[src/rtl/st7735_sink_if.sv]
// SPI-side pins of the ST7735 4-wire display link, as driven by the st7735 driver.
// The master drives the pins and the slave (the sink) samples them.
interface st7735_sink_if;
  logic oled_cs;
  logic oled_clk;
  logic oled_mosi;
  logic oled_dc;
  logic disp_reset;

  modport master (
    output oled_cs,
    output oled_clk,
    output oled_mosi,
    output oled_dc,
    output disp_reset
  );

  modport slave (
    input oled_cs,
    input oled_clk,
    input oled_mosi,
    input oled_dc,
    input disp_reset
  );
endinterface

[src/rtl/st7735_sink.sv]
// Receive-side model of the ST7735 SPI link: rebuilds bytes, tracks CASET/RASET/RAMWR
// and emits one (x, y, color) write per received pixel.
module st7735_sink #(
  parameter int C_color_bits = 16,
  parameter int C_x_size     = 128,
  parameter int C_y_size     = 160
) (
  input  logic                    clk,
  input  logic                    reset,
  st7735_sink_if.slave            spi,
  output logic                    cmd_valid,
  output logic [7:0]              cmd_byte,
  output logic                    pix_valid,
  output logic [7:0]              pix_x,
  output logic [7:0]              pix_y,
  output logic [C_color_bits-1:0] pix_color
);

  localparam logic [7:0] XE_DEF = 8'(C_x_size - 1);
  localparam logic [7:0] YE_DEF = 8'(C_y_size - 1);

  typedef enum logic [2:0] {
    ST_IDLE   = 3'd0,
    ST_CASET  = 3'd1,
    ST_RASET  = 3'd2,
    ST_RAMWR  = 3'd3,
    ST_IGNORE = 3'd4
  } state_t;

  // pin bundle order: {disp_reset, dc, mosi, clk, cs}
  logic [4:0] pins_s;
  logic [4:0] sync1_r;
  logic [4:0] sync2_r;
  logic       panel_rst_s;

  logic       clk_d_r;
  logic       edge_r;
  logic       cs_e_r;
  logic       cs_p_r;
  logic       mosi_e_r;
  logic       dc_e_r;
  logic       take_bit_s;

  logic [6:0] shift_r;
  logic [2:0] bit_cnt_r;
  logic [7:0] byte_r;
  logic       byte_dc_r;
  logic       byte_done_r;

  state_t     state_r;
  state_t     state_nx_s;
  logic       is_cmd_s;
  logic       is_data_s;
  logic       pix_done_s;

  logic [7:0] xs_r;
  logic [7:0] xe_r;
  logic [7:0] ys_r;
  logic [7:0] ye_r;
  logic [7:0] start_tmp_r;
  logic [2:0] param_cnt_r;
  logic [7:0] x_ptr_r;
  logic [7:0] y_ptr_r;
  logic [7:0] x_nx_s;
  logic [7:0] y_nx_s;
  logic       half_r;
  logic [7:0] hi_r;
  logic [15:0] color16_s;

  logic                    cmd_valid_r;
  logic [7:0]              cmd_byte_r;
  logic                    pix_valid_r;
  logic [7:0]              pix_x_r;
  logic [7:0]              pix_y_r;
  logic [C_color_bits-1:0] pix_color_r;

  assign pins_s      = {spi.disp_reset, spi.oled_dc, spi.oled_mosi, spi.oled_clk, spi.oled_cs};
  assign panel_rst_s = ~sync2_r[4];

  // Two-flop synchronizer for every link pin.
  always_ff @(posedge clk or negedge reset) begin
    if (!reset) begin
      sync1_r <= 5'b00000;
      sync2_r <= 5'b00000;
    end else begin
      sync1_r <= pins_s;
      sync2_r <= sync1_r;
    end
  end

  // Rising-edge detect on oled_clk, with cs/mosi/dc delayed to stay aligned with the edge.
  always_ff @(posedge clk or negedge reset) begin
    if (!reset) begin
      clk_d_r  <= 1'b0;
      edge_r   <= 1'b0;
      cs_e_r   <= 1'b0;
      cs_p_r   <= 1'b0;
      mosi_e_r <= 1'b0;
      dc_e_r   <= 1'b0;
    end else begin
      clk_d_r  <= sync2_r[1];
      edge_r   <= sync2_r[1] & ~clk_d_r;
      cs_e_r   <= sync2_r[0];
      cs_p_r   <= cs_e_r;
      mosi_e_r <= sync2_r[2];
      dc_e_r   <= sync2_r[3];
    end
  end

  // A bit whose clock edge coincides with cs rising still counts; cs must have been low just before.
  assign take_bit_s = edge_r & ~(cs_e_r & cs_p_r);

  // Serial-to-parallel byte assembly.
  always_ff @(posedge clk or negedge reset) begin
    if (!reset) begin
      shift_r     <= 7'd0;
      bit_cnt_r   <= 3'd0;
      byte_r      <= 8'd0;
      byte_dc_r   <= 1'b0;
      byte_done_r <= 1'b0;
    end else if (panel_rst_s) begin
      bit_cnt_r   <= 3'd0;
      byte_done_r <= 1'b0;
    end else begin
      byte_done_r <= 1'b0;
      if (take_bit_s) begin
        shift_r   <= {shift_r[5:0], mosi_e_r};
        bit_cnt_r <= bit_cnt_r + 3'd1;
        if (bit_cnt_r == 3'd7) begin
          byte_r      <= {shift_r, mosi_e_r};
          byte_dc_r   <= dc_e_r;
          byte_done_r <= 1'b1;
        end
      end else if (cs_e_r) begin
        bit_cnt_r <= 3'd0;
      end
    end
  end

  // Parser state register.
  always_ff @(posedge clk or negedge reset) begin
    if (!reset) begin
      state_r <= ST_IDLE;
    end else begin
      state_r <= state_nx_s;
    end
  end

  // Next-state decode plus pixel-completion and pointer-advance terms.
  always_comb begin
    state_nx_s = state_r;
    is_cmd_s   = byte_done_r & ~byte_dc_r;
    is_data_s  = byte_done_r & byte_dc_r;
    pix_done_s = 1'b0;
    x_nx_s     = x_ptr_r;
    y_nx_s     = y_ptr_r;
    color16_s  = 16'h0000;

    if (panel_rst_s) begin
      state_nx_s = ST_IDLE;
    end else if (is_cmd_s) begin
      case (byte_r)
        8'h2A:   state_nx_s = ST_CASET;
        8'h2B:   state_nx_s = ST_RASET;
        8'h2C:   state_nx_s = ST_RAMWR;
        default: state_nx_s = ST_IGNORE;
      endcase
    end else begin
      state_nx_s = state_r;
    end

    if (is_data_s && (state_r == ST_RAMWR)) begin
      pix_done_s = (C_color_bits != 16) | half_r;
    end else begin
      pix_done_s = 1'b0;
    end

    if (C_color_bits == 16) begin
      color16_s = {hi_r, byte_r};
    end else begin
      color16_s = {8'h00, byte_r};
    end

    if (x_ptr_r == xe_r) begin
      x_nx_s = xs_r;
      if (y_ptr_r == ye_r) begin
        y_nx_s = ys_r;
      end else begin
        y_nx_s = y_ptr_r + 8'd1;
      end
    end else begin
      x_nx_s = x_ptr_r + 8'd1;
      y_nx_s = y_ptr_r;
    end
  end

  // Window registers, write pointer and the registered pulse outputs.
  always_ff @(posedge clk or negedge reset) begin
    if (!reset) begin
      xs_r        <= 8'd0;
      xe_r        <= XE_DEF;
      ys_r        <= 8'd0;
      ye_r        <= YE_DEF;
      start_tmp_r <= 8'd0;
      param_cnt_r <= 3'd0;
      x_ptr_r     <= 8'd0;
      y_ptr_r     <= 8'd0;
      half_r      <= 1'b0;
      hi_r        <= 8'd0;
      cmd_valid_r <= 1'b0;
      cmd_byte_r  <= 8'd0;
      pix_valid_r <= 1'b0;
      pix_x_r     <= 8'd0;
      pix_y_r     <= 8'd0;
      pix_color_r <= '0;
    end else begin
      cmd_valid_r <= 1'b0;
      pix_valid_r <= 1'b0;
      if (panel_rst_s) begin
        xs_r        <= 8'd0;
        xe_r        <= XE_DEF;
        ys_r        <= 8'd0;
        ye_r        <= YE_DEF;
        param_cnt_r <= 3'd0;
        half_r      <= 1'b0;
      end else if (is_cmd_s) begin
        cmd_valid_r <= 1'b1;
        cmd_byte_r  <= byte_r;
        param_cnt_r <= 3'd0;
        half_r      <= 1'b0;
        if (byte_r == 8'h2C) begin
          x_ptr_r <= xs_r;
          y_ptr_r <= ys_r;
        end
      end else if (is_data_s) begin
        case (state_r)
          ST_CASET, ST_RASET: begin
            if (param_cnt_r != 3'd4) begin
              param_cnt_r <= param_cnt_r + 3'd1;
            end
            if (param_cnt_r == 3'd1) begin
              start_tmp_r <= byte_r;
            end else if (param_cnt_r == 3'd3) begin
              if (state_r == ST_CASET) begin
                xs_r <= start_tmp_r;
                xe_r <= byte_r;
              end else begin
                ys_r <= start_tmp_r;
                ye_r <= byte_r;
              end
            end
          end
          ST_RAMWR: begin
            if (pix_done_s) begin
              pix_valid_r <= 1'b1;
              pix_x_r     <= x_ptr_r;
              pix_y_r     <= y_ptr_r;
              pix_color_r <= color16_s[C_color_bits-1:0];
              x_ptr_r     <= x_nx_s;
              y_ptr_r     <= y_nx_s;
              half_r      <= 1'b0;
            end else begin
              hi_r   <= byte_r;
              half_r <= 1'b1;
            end
          end
          default: begin
            half_r <= half_r;
          end
        endcase
      end
    end
  end

  assign cmd_valid = cmd_valid_r;
  assign cmd_byte  = cmd_byte_r;
  assign pix_valid = pix_valid_r;
  assign pix_x     = pix_x_r;
  assign pix_y     = pix_y_r;
  assign pix_color = pix_color_r;

endmodule

[src/flat_wrapper.sv]
// flat-port wrapper written by rule: the top's interface ports become plain ports
module st7735_sink_flat 
#(
  parameter int C_color_bits = 16,
  parameter int C_x_size     = 128,
  parameter int C_y_size     = 160
)
  (clk, reset, cmd_valid, cmd_byte, pix_valid, pix_x, pix_y, pix_color, spi_oled_cs, spi_oled_clk, spi_oled_mosi, spi_oled_dc, spi_disp_reset);
  st7735_sink_if spi_i ();
  input  logic clk;
  input  logic reset;
  output logic cmd_valid;
  output logic [7:0] cmd_byte;
  output logic pix_valid;
  output logic [7:0] pix_x;
  output logic [7:0] pix_y;
  output logic [C_color_bits-1:0] pix_color;
  input wire logic [$bits(spi_i.oled_cs)-1:0] spi_oled_cs;
  input wire logic [$bits(spi_i.oled_clk)-1:0] spi_oled_clk;
  input wire logic [$bits(spi_i.oled_mosi)-1:0] spi_oled_mosi;
  input wire logic [$bits(spi_i.oled_dc)-1:0] spi_oled_dc;
  input wire logic [$bits(spi_i.disp_reset)-1:0] spi_disp_reset;
  assign spi_i.oled_cs = spi_oled_cs;
  assign spi_i.oled_clk = spi_oled_clk;
  assign spi_i.oled_mosi = spi_oled_mosi;
  assign spi_i.oled_dc = spi_oled_dc;
  assign spi_i.disp_reset = spi_disp_reset;
  st7735_sink #(.C_color_bits(C_color_bits), .C_x_size(C_x_size), .C_y_size(C_y_size)) u_core (.clk(clk), .reset(reset), .spi(spi_i), .cmd_valid(cmd_valid), .cmd_byte(cmd_byte), .pix_valid(pix_valid), .pix_x(pix_x), .pix_y(pix_y), .pix_color(pix_color));
endmodule
[config.mk]
export PLATFORM = sky130hd
export DESIGN_NAME = st7735_sink_flat
export DESIGN_NICKNAME = d
export VERILOG_FILES = /design/src/rtl/st7735_sink_if.sv /design/src/rtl/st7735_sink.sv /design/src/flat_wrapper.sv
export SDC_FILE = /design/constraint.sdc
export NUM_CORES = 1
export LEC_CHECK = 0
export ABC_CLOCK_PERIOD_IN_PS = 2400
export CAP_MARGIN = 20
export CORE_MARGIN = 1.5
export CORE_UTILIZATION = 45
export CTS_CLUSTER_SIZE = 16
export DETAILED_ROUTE_END_ITERATION = 6
export GPL_ROUTABILITY_DRIVEN = 0
export PLACE_DENSITY = 0.72
export SLEW_MARGIN = 20
export SYNTH_ARGS = -nofsm -noshare
export SYNTH_HDL_FRONTEND = slang
export SYNTH_SLANG_ARGS = --single-unit
[constraint.sdc]
create_clock -name clk -period 2.4 [get_ports clk]
set_clock_uncertainty 0.1 [all_clocks]
set_input_delay 0.36 -clock clk [delete_from_list [all_inputs] [get_ports clk]]
set_output_delay 0.36 -clock clk [all_outputs]
set_load 0.01 [all_outputs]
# [Yosys cells after proc, flatten, opt, wreduce, memory -nomap -nowiden]
# Cells that the tools add are included.
[totals] ff_bits=149 inputBits=7 wordCells=156
[op_classes] add_sub_neg=4 n_eq_ne=26 mux=68 bitwise_logic=10 n_reduce_logical=18
[op_table] cell="2-to-1 mux 8 bit" count=41
[op_table] cell="2-to-1 mux 3 bit" count=10
[op_table] cell="equality test 8 x 6 -> 1 bit (second input constant)" count=3
[op_table] cell="AND reduction 5 bit" count=4
[op_table] cell="!= test 2 bit (second input constant)" count=9
[op_table] cell="!= test 3 bit (second input constant)" count=6
[op_table] cell="AND reduction 6 bit" count=3
[op_table] cell="adder 8 x 1 -> 8 bit (second input constant)" count=2
[op_table] cell="equality test 8 bit" count=2
[op_table] cell="2-to-1 mux 1 bit" count=16
[op_table] cell="equality test 3 x 2 -> 1 bit (second input constant)" count=3
[op_table] cell="case mux 3 bit (3 select lines)" count=1
[op_table] cell="nonzero test 2 bit" count=4
[op_table] cell="adder 3 x 1 -> 3 bit (second input constant)" count=2
[op_table] cell="equality test 3 x 1 -> 1 bit (second input constant)" count=2
[op_table] cell="AND reduction 2 bit" count=3
[op_table] cell="AND reduction 3 bit" count=2
[op_table] cell="AND 1 bit" count=5
[op_table] cell="NOT 1 bit" count=5
[op_table] cell="equality test 3 bit (second input constant)" count=1
[op_table] cell="OR reduction 2 bit" count=1
[op_table] cell="logical AND 1 bit" count=1

# [Longest topological paths before layout]
# Gate-level depths: netlist (run 1).
[depth] ltp_word=8 ltp_mapped=8 depth_no_buf=7

# [Least setup slack after synthesis (run 1)]
# Ideal clock, no wire load.
[synth_path] path_kind="flip-flop to flip-flop" from="reg u_core.param_cnt_r[0]" to="reg u_core.xe_r[7]" arrival_ns=1.646 required_ns=2.180 path_slack_ns=0.534 path_stages_with_launch=9 synth_period_minus_slack_ns=1.866 cell_sequence="dfrtp_1 -> ha_1 -> ha_1 -> nor2b_1 -> nand4_1 -> nor2_2 -> buf_6 -> mux2i_1 -> nor2b_1"
[synth_between] elab_chain_len=3
[synth_lines] item="start: declaration" line="st7735_sink.sv:61" rtl="logic [2:0] param_cnt_r;"
[synth_lines] item="start signal: assignment" line="st7735_sink.sv:239" rtl="param_cnt_r <= param_cnt_r + 3'd1;"
[synth_lines] item="equality test 3 x 1 -> 1 bit / equality test 3 x 2 -> 1 bit (equally long branches)" line="st7735_sink.sv:241, st7735_sink.sv:243"
[synth_lines] item="!= test 2 bit (no source line)"
[synth_lines] item="AND reduction 6 bit (no source line) (*)"
[synth_lines] item="end signal: assignment" line="st7735_sink.sv:246" rtl="xe_r <= byte_r;"
[synth_lines] item="end: declaration" line="st7735_sink.sv:57" rtl="logic [7:0] xe_r;"
# Every way passes the cells marked *; elsewhere a longest branch is shown, timed or not.
# A chain may end at the register's enable or synchronous reset.

# [Worst setup path after layout (run 1)]
[layout_path] from="reg u_core.byte_r[4]" to="reg u_core.x_ptr_r[2]"
[layout_between] elab_chain_len=3
[layout_lines] item="start: declaration" line="st7735_sink.sv:46" rtl="logic [7:0] byte_r;"
[layout_lines] item="start signal: assignment" line="st7735_sink.sv:130" rtl="byte_r <= {shift_r, mosi_e_r};"
[layout_lines] item="equality test 8 x 6 -> 1 bit" line="st7735_sink.sv:231" rtl="if (byte_r == 8'h2C) begin"
[layout_lines] item="!= test 2 bit (no source line)"
[layout_lines] item="AND reduction 5 bit (no source line)"
[layout_lines] item="end signal: assignment" line="st7735_sink.sv:232" rtl="x_ptr_r <= xs_r;"
[layout_lines] item="end signal: assignment" line="st7735_sink.sv:259" rtl="x_ptr_r <= x_nx_s;"
[layout_lines] item="end: declaration" line="st7735_sink.sv:62" rtl="logic [7:0] x_ptr_r;"
# No other way between the ends.

==> results of run 1 <==
[layout by cell type, fill, tap and decap left out, types with 2 or more instances in the layout]
master,count
clkbuf_16,17
mux2_2,64
buf_12,2
a21o_1,3
mux2i_1,46
nand2_1,36
nand3b_1,2
o211ai_1,4
a32oi_1,3
clkinvlp_4,4
and3_1,8
nand2b_1,4
nor2_1,10
nor3_1,4
a22oi_1,3
buf_4,15
nor2b_1,31
nand3_1,12
o2bb2ai_1,3
nand4_1,5
clkbuf_1,2
xnor2_1,17
ha_1,8
inv_6,4
dfrtp_1,136
dfstp_2,13
nor2_2,2
a211oi_1,3
inv_1,15
nor4_1,3
o22ai_1,3
o21ai_0,18
bufinv_16,4
o21a_1,2
clkdlybuf4s50_1,47
a21oi_1,9
[logic make-up after synthesis]
kind of cell	Yosys count	share of synthesized area
multiplexers	110	0.182
flip-flops	149	0.576
buffers and inverters	40	0.0323
XOR/XNOR	17	0.0229
AND/OR/NAND/NOR	125	0.109
AO/OA/AOI/OAI	60	0.0625
adder cells (fa/ha/maj)	8	0.0154
[cell type report]
type                            count  area share
Sequential cell                   149       0.477
Inverter                           15     0.00718
Multi-Input combinational cell    320       0.325
Tap cell                          180      0.0287
Clock inverter                     13      0.0247
Clock buffer                       19      0.0552
Timing Repair Buffer               66      0.0821
[flip-flops by register name (all words and copies together) (netlist names), 3 cells and up]
name                cells
u_core.param_cnt_r      3
u_core.state_r          3
u_core.y_ptr_r          8
u_core.ys_r             8
u_core.pix_x            8
u_core.sync1_r          5
u_core.sync2_r          5
u_core.pix_y            8
u_core.xs_r             8
u_core.x_ptr_r          8
u_core.xe_r             8
u_core.ye_r             8
u_core.pix_color       16
u_core.byte_r           8
u_core.shift_r          7
u_core.bit_cnt_r        3
u_core.cmd_byte         8
u_core.hi_r             8
u_core.start_tmp_r      8
[stage by stage]
stage,hold slack (ps),util,total power [uW]
2_1_floorplan,-35.6,-,2750
3_3_place_gp,233,0.515,2840
3_5_place_dp,236,0.515,2860
4_1_cts,250,0.561,5660
5_1_grt,250,0.561,5830
6_report,249,0.561,5610
[routing by layer]
metal  up-vias  part of all wire  GRT usage
li1       1909                 -          -
met1      2090              0.46      0.262
met2        89              0.48      0.302
met3        13             0.048     0.0627
met4         0             0.012     0.0575
met5         -                 0          0
[report_power, final]
group	internal [uW]	switching, uW
Clock	1750	1050
Sequential	2580	48.5
Combinational	81.5	94.9
[final timing paths]
kind | cells past startpoint | endpoint | startpoint | slack [ps]
max | 5 | u_core.x_ptr_r[2]$_DFFE_PN0P_ | u_core.byte_r[4]$_DFFE_PN0P_ | 280
min | 0 | u_core.sync2_r[0]$_DFF_PN0_ | u_core.sync1_r[0]$_DFF_PN0_ | 250
max reg2reg | 5 | u_core.x_ptr_r[2]$_DFFE_PN0P_ | u_core.byte_r[4]$_DFFE_PN0P_ | 280
min reg2reg | 0 | u_core.sync2_r[0]$_DFF_PN0_ | u_core.sync1_r[0]$_DFF_PN0_ | 250
max in group asynchronous | 3 | u_core.ye_r[0]$_DFFE_PN1P_ | reset | 1130
min in group asynchronous | 2 | u_core.pix_y[0]$_DFFE_PN0P_ | reset | 350
==> impl_summary.md, run 1 <==
Pwr
Across the VDD grid, the largest voltage drop is 0.689 mV. For this design the ratio of total power to cell area is between 700 and 800 nW/um^2. The leakage power is roughly 0.0035 uW.

Die
The overall die area is 15200 um^2. The die is 123 um tall. In this run the standard cell core region covers 14000 um^2. Pin placement for this block handled 49 I/O pins.

The die boundary width is roughly 120 um. The floorplan has 43 rows. The initial utilization of the core area, before any placement, comes to 0.465.

Worst setup path
The largest delay contributor family on the critical path is compound AO/OA/AOI/OAI gates. In this run the worst path has a maximum fanout of 17. The kind of end point of the critical path is a flop.

The data required time of the critical path is 2600 ps. The slowest stage of the critical path is the dfrtp_1 cell. The critical path goes through nor4b_4, nand4b_2, a21oi_4, o21ai_2, a221o_1. The critical path startpoint category is a flop. The path type of the worst setup path is flop to flop.

The buffers plus inverters on the worst setup path is 0. The largest single stage delay on the critical path is around 500 ps. For the worst setup path, the data arrival time is 2330 ps.

Clock network
Clock latency on the worst-skew pair, taken at its later pin, is 420 ps. The H-tree was split into 4 levels. The clock drives 149 sinks. The clock tree from TritonCTS is done.

The clock root buffer is clkbuf_16. The number of hold buffers added after CTS was 1. The clock buffer count from CTS is 17.

The setup fix buffers added after clock tree synthesis is 0. The number of gates resized after cts is 0. The clock-pin slew on the worst setup and hold paths is 60 ps. The clock passes through at most 2 buffers.

Yosys
Counting distinct cell types in the post-synthesis netlist gives 50. In this run, synthesis inferred 0 flip-flops with an integrated enable. For this run, the register share of the synthesized area comes to 0.576. For this run, the number of Yosys warnings is 0. In this run, synthesis produced a sequential element count of 149. The most frequent cell after synthesis is dfrtp_1. The share of synthesized area in the top cell type comes to 0.523.

The net count after synthesis is between 500 and 600. In the post-synthesis netlist, the biggest area contributors are dfrtp_1 (52%), mux2_2 (11%), mux2i_1 (7.1%). By count the netlist is led by dfrtp_1 (136), mux2_2 (64), mux2i_1 (46). The cell count after synthesis is just over 500. Summing every instance area after synthesis gives 6500 um^2. A synthesized cell averages 12.8 um^2. The most frequently used flop master after synthesis is dfrtp_1. The largest area contributor in the netlist is dfrtp_1. The fraction of registers with async set/reset is 1.00.

Place
The post-place instance area is 7210 um^2. The placement-stage worst setup slack is between 200 and 300 ps. The number of port buffers is 48. The number of placed instances with taps included is 729. The half-perimeter wire length after placement is 8.96 mm.

Layout
In the final layout, the share of cells above drive strength 1 is 0.232. The sequential cell area is between 3000 and 4000 um^2. The number of inserted diodes is 0. The number of nets in the final layout is 584.

The final design instance area without fill is 7850 um^2. Fill cells in the final layout number 1176. The number of non-filler instances in the completed layout is 762. The growth of design area from synthesis to finish is 20.6%. The combined area of the multi-input logic cells is 2550 um^2.

Global routing
The overall global routing resource usage is 0.194. The via count of the first global-routing pass came to 4262. The first global-routing pass estimated between 20 and 25 mm of wire. The number of antenna violations at the first check in global routing is 0.

The largest net degree at the start of global routing is 53. The total overflow left after global routing is 0.

Drt
The detail route stage leaves a number of antenna-violating nets equal to 0. In the final routed layout, each cell accounts on average for 17.2 um. The first TritonRoute pass finished after 4 iterations. For this block, the routed nets add up to roughly 13 mm of wire.

The routed via count divided by cell count is ~5.4. After the first detailed-routing iteration, the DRC count stood at 247. For this block, the via count after detailed routing is 4101. For this run, design rule violations remaining after detail routing come to 0.

STA
The worst path meets setup with between 200 and 300 ps of slack. The remaining max-slew budget at the tightest pin is 0.537. Summed over all failing endpoints, the final setup total negative slack is 0 ps. The final period demand of the worst path is 2120 ps. Setup violations remaining at the end of the flow were counted as 0. Timing would allow up to about 0.47 GHz.

In the finished design, the share of the clock period the worst path needs comes to 0.884. The actual transition at the worst max-transition pin is 688 ps. The final-report hold violation count is 0.

The final-report max-slew violation count is 0. Setup repair after global routing left no endpoint under its margin.

Hold path
The worst hold path belongs to the class flop to flop.

Outcome
The run finished with clean final reports.

Run
Max-cap violations in this run came to 0.
Note: power is estimated with default switching activity, not from simulation.
==> run 2: changes to the inputs <==
Settings changed: ABC_CLOCK_PERIOD_IN_PS 2400 to unset, CORE_UTILIZATION 45 to 30, PLACE_DENSITY 0.72 to 0.55.
==> run 2 against run 1 <==
Effect of this change: critical path depth stayed put; hold slack hardly changed; first-iteration DRC count fell by 32%; final area is 1.4% higher; total power fell by 2.8%; flip-flop and latch count unchanged; highest routed layer unchanged.
==> impl_summary.md, run 2 (synthesized netlist as in run 1, its figures left out) <==
STA
The final worst-path cycle share is 0.878. Setup repair after global routing left no endpoint under its margin. The remaining max-slew budget at the tightest pin is 0.519.

Across all hold checks on the routed design, the worst slack comes to 249 ps. The final-report max-slew violation count is 0. The setup-violating endpoint count in the final report is 0. The peak clock frequency supported by timing is 0.475 GHz. The final-report hold violation count is 0. For the pin with the worst max-slew slack, the measured transition is 714 ps. The summed negative setup slack over all endpoints is 0 ps. The final period demand of the worst path is 2110 ps.

Layout
Relative to the synthesized area, the layout overhead comes to 22.4%. In the final layout, the share of cells above drive strength 1 is 0.242. The number of flip-flops in the largest register is 16. The number of inserted diodes is 0. The library cell used most frequently in the layout, excluding fill and tap cells, is dfrtp_1. The number of nets in the final layout is 588. After the flow finishes, the layout carries non-filler instances totaling 861. In the layout the commonest cells are dfrtp_1 (136), mux2_2 (64), clkdlybuf4s50_1 (47), mux2i_1 (46), nand2_1 (36).

Drt
In the routed design, unresolved DRC markers number 0. Dividing the detail-routed via count by the number of cells gives 4.78. The count of nets left with antenna violations after detail routing is 0. The detailed router finished its first iteration with 169 violations.

The detailed-router iteration count before antenna repair is 4. The total wire length is 14.4 mm. Detailed routing inserted a total of between 4000 and 5000 vias. The average wire per cell in the routed design is around 17 um.

Clock network
Buffers added to address setup during post-CTS repair amount to 0. Clock-pin slew was measured on the worst setup and hold paths at 70 ps. TritonCTS built the clock tree.

The clock tree synthesis step divided the H-tree into 4 levels. Clock latency on the worst-skew pair, taken at its later pin, is 430 ps. The largest buffer count on any clock path is 2. CTS placed an instance of clkbuf_16 at the clock tree root.

The sink count of the clock tree is 149. The clock buffer count from CTS is 17.

Die
For this configuration, the core starts out at a cell density of 0.307. The number of top-level pins is 49. Measured along the x axis, the die boundary spans 150 um. The floorplan has 53 rows. The die covers 22600 um^2. The core area is 21200 um^2. The vertical die dimension is 150 um.

Hold path
The min-delay analysis places its worst path in the category flop to flop. The terminating pin of the worst hold path is u_core.sync2_r[0]$_DFF_PN0_. The startpoint of the most critical hold path is u_core.sync1_r[0]$_DFF_PN0_. The instance count along the most critical hold path is 0.

Pwr
IR analysis of the VDD net gives a maximum drop of 0.494 mV. In this run the power density over the cells is 685 nW/um^2. The leakage power is 0.00354 uW.

Global routing
The wire length of the first global-routing pass is around 24 mm. The largest net degree at the start of global routing is around 60. The total overflow left after global routing is 0. The number of antenna violations at the first check in global routing is 0. The via count of the first global-routing pass was 4437. For this run, the total global-route usage over all layers was measured as 0.140.

Worst setup path
The worst setup path is captured at a flop. The depth of the worst register-to-register path is 5. For the worst setup path, the data required time is 2610 ps. The path type of the worst setup path is flop to flop. The arrival time at the worst endpoint is 2310 ps.

The maximum fanout encountered on the critical timing path is 13. The worst setup path is launched from a flop. The endpoint identified for the worst register-to-register timing path is u_core.x_ptr_r[2]$_DFFE_PN0P_. The register-to-register setup slack is 290 ps.

The beginning of the worst register-to-register path is u_core.byte_r[4]$_DFFE_PN0P_.

Run
The number of max-cap violations is 0.

Place
During placement, the flow inserted port buffers numbering 48. Once detailed placement completed, the half-perimeter wirelength came to 9.84 mm. The number of placed instances with taps included is between 800 and 900.

Outcome
The flow ran to the end, and the final reports show no timing, DRC or antenna violations.
## run 2: cell count changes in the layout (fill, tap and decap cells not counted), sizes merged
cell	before	now
inv	19	24
clkinvlp	4	2
clkinv	1	3
clkbuf	19	17
buf	18	22
bufinv	4	1
## run 2: how the worst max path moves through the flow
stage                                 startpoint                            end  slack [ps]
5_1_grt            u_core.x_ptr_r[2]$_DFFE_PN0P_  u_core.y_ptr_r[5]$_DFFE_PN0P_         170
3_5_place_dp        u_core.byte_r[4]$_DFFE_PN0P_  u_core.x_ptr_r[2]$_DFFE_PN0P_         320
2_1_floorplan  u_core.param_cnt_r[0]$_DFFE_PN0P_     u_core.xe_r[7]$_DFFE_PN0P_         530
6_report            u_core.byte_r[4]$_DFFE_PN0P_  u_core.x_ptr_r[2]$_DFFE_PN0P_         290
3_3_place_gp       u_core.x_ptr_r[2]$_DFFE_PN0P_  u_core.x_ptr_r[4]$_DFFE_PN0P_         370
4_1_cts             u_core.byte_r[4]$_DFFE_PN0P_  u_core.x_ptr_r[2]$_DFFE_PN0P_         300
## run 2: final cells by class
| type | instances | area, um^2 |
|---|---|---|
| multi-input combinational | 320 | 2550 |
| tap | 275 | 344 |
| clock inverter | 15 | 160 |
| inverter | 15 | 56.3 |
| timing repair buffer | 70 | 674 |
| fill | 2035 | 13200 |
| sequential | 149 | 3740 |
| clock buffer | 17 | 425 |
## run 2: timing repair
action | CTS | global route
gates resized for setup | 0 | 0
hold buffers | 1 | 0
hold endpoints to repair | 49 | 0
## run 2: power by group
group	internal (uW)	leakage, uW	total (uW)	switching (uW)
combinational	84.2	0.00127	181	97.3
clock	1470	0.000283	2640	1170
sequential	2580	0.00199	2630	47.8
## run 2: critical path: stages (launching register included)
cell,delay (ps)
dfrtp_1,500
nor4b_4,350
nand4b_2,220
a21oi_4,370
o21ai_2,90
a221o_1,350
## run 2: stage by stage
step / area, um^2 / setup WS [ps] / utilization / total power (uW)
floorplan: 6500 / 534 / - / 2750
global placement: 7360 / 367 / 0.348 / 2850
detailed placement: 7360 / 319 / 0.348 / 2860
CTS: 7960 / 296 / 0.376 / 5530
global route: 7960 / 171 / 0.376 / 5660
finish: 7960 / 293 / 0.376 / 5450
## run 2: layer usage
| layer | GRT usage | up-vias | routed length [um] |
|---|---|---|---|
| li1 | - | 1922 | - |
| met1 | 0.185 | 2090 | 6780 |
| met2 | 0.220 | 87 | 6680 |
| met3 | 0.0352 | 19 | 623 |
| met4 | 0.0574 | 0 | 269 |
| met5 | 0 | - | 0 |
